### src/rtl/hazard_stall_ctrl.sv
// Hazard/stall controller for the 5-stage rv32i pipeline: load-use bubbles, memory waits, branch flushes.
// Optional performance counters are built when HAZARD_PERF_CNT_EN is defined.

package regfilemux;
   typedef enum logic [3:0] {
      alu_out, br_en, u_imm, lw, pc_plus4, lb, lbu, lh, lhu
   } regfilemux_sel_t;
endpackage

// state    | meaning
// RUN      | normal flow; detects mem stalls, branch redirects, load-use hazards
// LU_STALL | single bubble cycle after a load-use hazard
// MEM_WAIT | frozen pipeline awaiting imem/dmem response; may hold a pending flush
module hazard_stall_ctrl #(
   parameter int CNT_W = 32
) (
   input  logic                         clk,
   input  logic                         rst,
   input  logic [4:0]                   IF_ID_rs1,
   input  logic [4:0]                   IF_ID_rs2,
   input  logic                         IF_ID_uses_rs1,
   input  logic                         IF_ID_uses_rs2,
   input  logic [4:0]                   ID_EX_rd,
   input  regfilemux::regfilemux_sel_t  ID_EX_regfile_sel,
   input  logic                         ID_EX_load_regfile,
   input  logic                         br_taken,
   input  logic                         imem_read,
   input  logic                         imem_resp,
   input  logic                         dmem_req,
   input  logic                         dmem_resp,
   output logic                         load_pc,
   output logic                         load_IF_ID,
   output logic                         load_ID_EX,
   output logic                         load_EX_MEM,
   output logic                         load_MEM_WB,
   output logic                         flush_IF_ID,
   output logic                         flush_ID_EX,
   output logic [CNT_W-1:0]             perf_stall_cnt,
   output logic [CNT_W-1:0]             perf_lu_cnt,
   output logic [CNT_W-1:0]             perf_flush_cnt
);

   typedef enum logic [1:0] {RUN, LU_STALL, MEM_WAIT} state_t;

   state_t state;
   logic   flush_pend;
   logic   mem_stall;
   logic   is_load;
   logic   lu_haz;
   logic   lu_enter;

   assign mem_stall = (imem_read & ~imem_resp) | (dmem_req & ~dmem_resp);

   always_comb begin
      is_load = ID_EX_regfile_sel inside {regfilemux::lb, regfilemux::lbu, regfilemux::lh,
                                          regfilemux::lhu, regfilemux::lw};
   end

   assign lu_haz = ID_EX_load_regfile & is_load & (ID_EX_rd != 5'd0) &
                   ((IF_ID_uses_rs1 & (IF_ID_rs1 == ID_EX_rd)) |
                    (IF_ID_uses_rs2 & (IF_ID_rs2 == ID_EX_rd)));

   assign lu_enter = (state == RUN) & ~mem_stall & ~br_taken & lu_haz;

   always_comb begin
      load_pc     = 1'b0;
      load_IF_ID  = 1'b0;
      load_ID_EX  = 1'b0;
      load_EX_MEM = 1'b0;
      load_MEM_WB = 1'b0;
      flush_IF_ID = 1'b0;
      flush_ID_EX = 1'b0;
      if (!rst) begin
         flush_IF_ID = 1'b1;
         flush_ID_EX = 1'b1;
      end else begin
         case (state)
            RUN: begin
               if (!mem_stall) begin
                  load_ID_EX  = 1'b1;
                  load_EX_MEM = 1'b1;
                  load_MEM_WB = 1'b1;
                  if (br_taken) begin
                     load_pc     = 1'b1;
                     load_IF_ID  = 1'b1;
                     flush_IF_ID = 1'b1;
                     flush_ID_EX = 1'b1;
                  end else if (lu_haz) begin
                     flush_ID_EX = 1'b1;
                  end else begin
                     load_pc    = 1'b1;
                     load_IF_ID = 1'b1;
                  end
               end
            end
            LU_STALL, MEM_WAIT: begin
               if (!mem_stall) begin
                  load_pc     = 1'b1;
                  load_IF_ID  = 1'b1;
                  load_ID_EX  = 1'b1;
                  load_EX_MEM = 1'b1;
                  load_MEM_WB = 1'b1;
                  if (state == MEM_WAIT) begin
                     flush_IF_ID = flush_pend;
                     flush_ID_EX = flush_pend;
                  end
               end
            end
            default: ;
         endcase
      end
   end

   always_ff @(posedge clk or negedge rst) begin
      if (!rst) begin
         state      <= RUN;
         flush_pend <= 1'b0;
      end else begin
         case (state)
            RUN: begin
               if (mem_stall) begin
                  state <= MEM_WAIT;
                  if (br_taken) flush_pend <= 1'b1;
               end else if (lu_enter) begin
                  state <= LU_STALL;
               end
            end
            LU_STALL: state <= mem_stall ? MEM_WAIT : RUN;
            MEM_WAIT: begin
               if (mem_stall) begin
                  if (br_taken) flush_pend <= 1'b1;
               end else begin
                  flush_pend <= 1'b0;
                  state      <= RUN;
               end
            end
            default: state <= RUN;
         endcase
      end
   end

`ifdef HAZARD_PERF_CNT_EN
   logic [CNT_W-1:0] stall_q, lu_q, flush_q;

   // Counters saturate rather than wrap so long runs never read as short ones.
   always_ff @(posedge clk or negedge rst) begin
      if (!rst) begin
         stall_q <= '0;
         lu_q    <= '0;
         flush_q <= '0;
      end else begin
         if (!load_pc && stall_q != '1)    stall_q <= stall_q + CNT_W'(1);
         if (lu_enter && lu_q != '1)       lu_q    <= lu_q + CNT_W'(1);
         if (flush_IF_ID && flush_q != '1) flush_q <= flush_q + CNT_W'(1);
      end
   end

   assign perf_stall_cnt = stall_q;
   assign perf_lu_cnt    = lu_q;
   assign perf_flush_cnt = flush_q;
`else
   assign perf_stall_cnt = '0;
   assign perf_lu_cnt    = '0;
   assign perf_flush_cnt = '0;
`endif

endmodule
### config.mk
export PLATFORM = sky130hd
export DESIGN_NAME = hazard_stall_ctrl
export DESIGN_NICKNAME = d
export VERILOG_FILES = /design/src/rtl/hazard_stall_ctrl.sv
export SDC_FILE = /design/constraint.sdc
export NUM_CORES = 1
export LEC_CHECK = 0
export ABC_AREA = 1
export CORE_ASPECT_RATIO = 1.5
export CORE_MARGIN = 3
export CORE_UTILIZATION = 32
export CTS_CLUSTER_DIAMETER = 200
export DETAILED_ROUTE_END_ITERATION = 10
export PLACE_DENSITY = 0.95
export SLEW_MARGIN = 20
export SYNTH_ARGS = -nofsm -noshare
export SYNTH_HDL_FRONTEND = slang
export SYNTH_SLANG_ARGS = --single-unit
### constraint.sdc
create_clock -name clk -period 2.5 [get_ports clk]
set_clock_uncertainty 0.2 [all_clocks]
set_input_delay 0.5 -clock clk [delete_from_list [all_inputs] [get_ports clk]]
set_output_delay 0.5 -clock clk [all_outputs]
set_load 0.03 [all_outputs]
==> impl_results.rst <==
.. list-table::
   :header-rows: 1

   * - Metric
     - Value
   * - Result of the run
     - finished clean
   * - Routed wire length
     - 2.62 mm
   * - Maximum number of pins on one net before global-route repair
     - 6
   * - Wire length on met1
     - 660 um
   * - Pleak
     - 0.000973 uW
   * - Clock period minus worst slack
     - 2.46 ns
   * - Fraction of registers with async set or reset after synthesis
     - 100%
   * - Post-route ant nets
     - 0
   * - Total global-route track usage
     - 8.82%
   * - Area of the core
     - 3960 um^2
   * - Leading area contributor after synthesis
     - sky130_fd_sc_hd__buf_4
   * - Top cells by instance count after synthesis
     - 99 x sky130_fd_sc_hd__buf_4, 42 x sky130_fd_sc_hd__nand2_1, 22 x sky130_fd_sc_hd__inv_1
   * - Crit path DAT
     - 1.76 ns
   * - Insertion delay to the later sink of the worst-skew pair
     - 0.21 ns
   * - Count of hold-fix buffers inserted at cts
     - 0
   * - Element type at the critical path start
     - input pin
   * - Via count
     - 1108
   * - Type of element capturing the critical path
     - output pin
   * - Sum of internal, switching and leakage power
     - 718 uW
   * - Max layer used
     - met4
   * - Number of flip-flops and latches in the synthesized netlist
     - 3
   * - Ports
     - 132
   * - Proportion of synthesized chip area in sequential cells
     - 5.66%
   * - Leading cell types by total area after synthesis
     - sky130_fd_sc_hd__buf_4 56%, sky130_fd_sc_hd__nand2_1 12%, sky130_fd_sc_hd__inv_1 6.2%, sky130_fd_sc_hd__dfrtp_1 5.7%, sky130_fd_sc_hd__ha_1 4.7%
   * - Num CTS Buffers
     - 3
   * - Number of antenna cells inserted
     - 0
   * - Leading register cell type out of synthesis
     - sky130_fd_sc_hd__dfrtp_1
   * - Core Util, Final
     - 38.2%
   * - Slowest-stage cell, CP
     - sky130_fd_sc_hd__clkdlybuf4s50_1
   * - Final HPWL DP
     - 2.14 mm
   * - Final number of max-transition violations
     - 0
   * - Floorplan row count
     - 28
   * - Post-route DRC violation count
     - 0
   * - Netlist area before placement
     - 1330 um^2
   * - Worst-case hold slack
     - 0.369 ns
   * - Gate count after technology mapping
     - 210
   * - Fraction of power spent switching nets
     - 56.8%
   * - Total of endpoints with negative setup slack in the final report
     - 0
   * - Initial antenna violation count
     - 0
   * - Drt first pass iters
     - 4
   * - Mean post-synth cell area
     - 6.32 um^2
   * - Req. time, crit path
     - 1.80 ns
   * - Part of the total power dissipated in combinational logic
     - 69.1%
   * - Peak supply drop
     - 0.372 mV
   * - # clock sinks
     - 3
   * - Number of H-tree levels
     - 1
   * - DIE WIDTH
     - 58.6 um
   * - Effective utilization at floorplan
     - 33.5%
   * - RD Place Congestion
     - 0.786
   * - Kind of cell with the highest combined delay on the critical path
     - buffers and inverters
   * - Part of the cycle the worst path needs
     - 98.5%
   * - Count leader, synth
     - sky130_fd_sc_hd__buf_4
   * - First-pass GRT wire length
     - 3.48 mm
   * - Clock Power Share
     - 19.4%
   * - Length of routed met2 wiring
     - 1.47 mm
   * - Top-area cell type share of the netlist area
     - 56.0%
   * - Internal power of the cells
     - 310 uW
   * - Detail-routed net length per standard cell
     - 8.72 um
   * - Die area
     - 4970 um^2
   * - Synthesis Warnings
     - 0
   * - Via count of the first global-routing pass
     - 914
   * - Number of synthesized flops with an enable pin
     - 0
   * - Crit path cell chain
     - clkdlybuf4s50_1 > inv_1 > o22ai_4 > inv_2 > nand2_2 > nor2_1 > nor2_2 > nand3_2 > buf_6
   * - Area growth from synthesis to layout
     - 14.0%
   * - Reg power frac
     - 11.5%
   * - Total power divided by cell area
     - 475 nW/um^2
   * - Largest stage delay, worst path
     - 0.45 ns
   * - Count of cell types in the netlist
     - 18
   * - Type of the worst setup path
     - input pin to output pin
   * - DR iter-0 viols
     - 37
   * - Total congestion overflow
     - 0
   * - Met3 WL post-DR
     - 447 um
   * - Layout cells sized above 1
     - 17.6%
   * - Port Buffer Count
     - 35
   * - Net switching power figure
     - 408 uW
   * - Maximum count of clock buffers along a single path
     - 2
   * - Vertical die dimension
     - 84.8 um
   * - Critical path fanouts, max
     - 3
   * - Unrepaired setup endpoints after global routing
     - yes
   * - Fmax achieved
     - 0.406 GHz
   * - Clock-pin transition on the worst setup and hold timing paths
     - 0.03 ns
   * - Hold violation count in the final report
     - 0
   * - Clock Root Buffer
     - sky130_fd_sc_hd__clkbuf_8
   * - Worst Hold Class
     - register to register
   * - Final layout net count
     - 290
   * - Max-capacitance violation count
     - 0
   * - Mean number of vias per cell
     - 3.69
   * - Number of buffer and inverter instances along the worst setup path
     - 4
   * - TritonCTS clock tree
     - yes
[tightest hold or removal path: stages (launching register included)]
cell and delay (ns):
sky130_fd_sc_hd__dfrtp_1 0.40, sky130_fd_sc_hd__nand2_1 0.07, sky130_fd_sc_hd__nand2_1 0.06
[timing repair]
item / CTS / global route
pin swaps: 12 / 8
gates resized for setup: 22 / 16
setup endpoints to repair: 3 / 8
setup buffers: 6 / 0
[cells by family after synthesis]
family          Yosys count  share of synthesized area (%)
flops                     3                           5.66
buf+inv                 126                           63.7
other cells               1                          0.283
compound gates            9                           4.72
fa+ha+maj                 5                           4.72
simple gates             66                           20.9
[flip-flops by register name (all words and copies together) (netlist names)]
register and cells:
state 2, flush_pend 1
[stage by stage]
| stage | instance area [um^2] | setup TNS (ns) | worst slack (ns) | std cells |
|---|---|---|---|---|
| global placement | 1360 | -0.229 | -0.0933 | 290 |
| global route | 1510 | -0.0750 | -0.0424 | 300 |
| floorplan | 1680 | 0 | 0.00462 | 305 |
| CTS | 1460 | 0 | 0.00415 | 300 |
| detailed placement | 1360 | -0.399 | -0.164 | 290 |
| finish | 1510 | 0 | 0.0372 | 300 |
[metal layers]
layer / up-vias / track usage (%)
met5: - / 0
met4: 0 / 4.22
met3: 4 / 0.761
met2: 108 / 19.9
met1: 468 / 6.37
li1: 528 / -
[worst paths after layout]
kind | startpoint | end | slack (ns) | cells after the start
max | dmem_req | flush_ID_EX | 0.04 | 9
min | state[1]$_DFFE_PN0P_ | state[1]$_DFFE_PN0P_ | 0.37 | 2
max reg2reg | state[0]$_DFFE_PN0P_ | state[1]$_DFFE_PN0P_ | 0.83 | 9
min reg2reg | state[1]$_DFFE_PN0P_ | state[1]$_DFFE_PN0P_ | 0.37 | 2
max in group asynchronous | rst | flush_pend$_DFFE_PN0P_ | 1.60 | 2
min in group asynchronous | rst | state[0]$_DFFE_PN0P_ | 0.40 | 2
[placed cells by master (no fill, tap or decap), types with 2 or more instances in the layout]
| cell type | count |
|---|---|
| sky130_fd_sc_hd__clkbuf_8 | 3 |
| sky130_fd_sc_hd__nor2_1 | 8 |
| sky130_fd_sc_hd__buf_6 | 3 |
| sky130_fd_sc_hd__nand2_1 | 39 |
| sky130_fd_sc_hd__ha_1 | 5 |
| sky130_fd_sc_hd__dlymetal6s2s_1 | 3 |
| sky130_fd_sc_hd__buf_4 | 14 |
| sky130_fd_sc_hd__nand2_2 | 5 |
| sky130_fd_sc_hd__a21oi_1 | 3 |
| sky130_fd_sc_hd__dlygate4sd2_1 | 15 |
| sky130_fd_sc_hd__inv_2 | 7 |
| sky130_fd_sc_hd__dfrtp_1 | 3 |
| sky130_fd_sc_hd__nand3_1 | 5 |
| sky130_fd_sc_hd__o21ai_2 | 2 |
| sky130_fd_sc_hd__nor2_2 | 3 |
| sky130_fd_sc_hd__conb_1 | 96 |
| sky130_fd_sc_hd__clkdlybuf4s50_1 | 10 |
| sky130_fd_sc_hd__inv_1 | 20 |
[final cells by class]
class / instances / area, um^2
sequential: 3 / 75.1
inverter: 27 / 101
multi-input combinational: 176 / 826
clock buffer: 4 / 45.0
timing repair buffer: 45 / 408
fill: 421 / 2450
tap: 45 / 56.3
[power groups by stage]
stage	logic, uW	clock network [uW]	registers (uW)
after floorplan	465	0	78.1
after global placement	450	0	80.7
after detailed placement	460	0	82.0
after CTS	471	142	81.5
after global routing	530	150	83.4
final	497	139	82.6
Power figures use the tool's default switching activity.
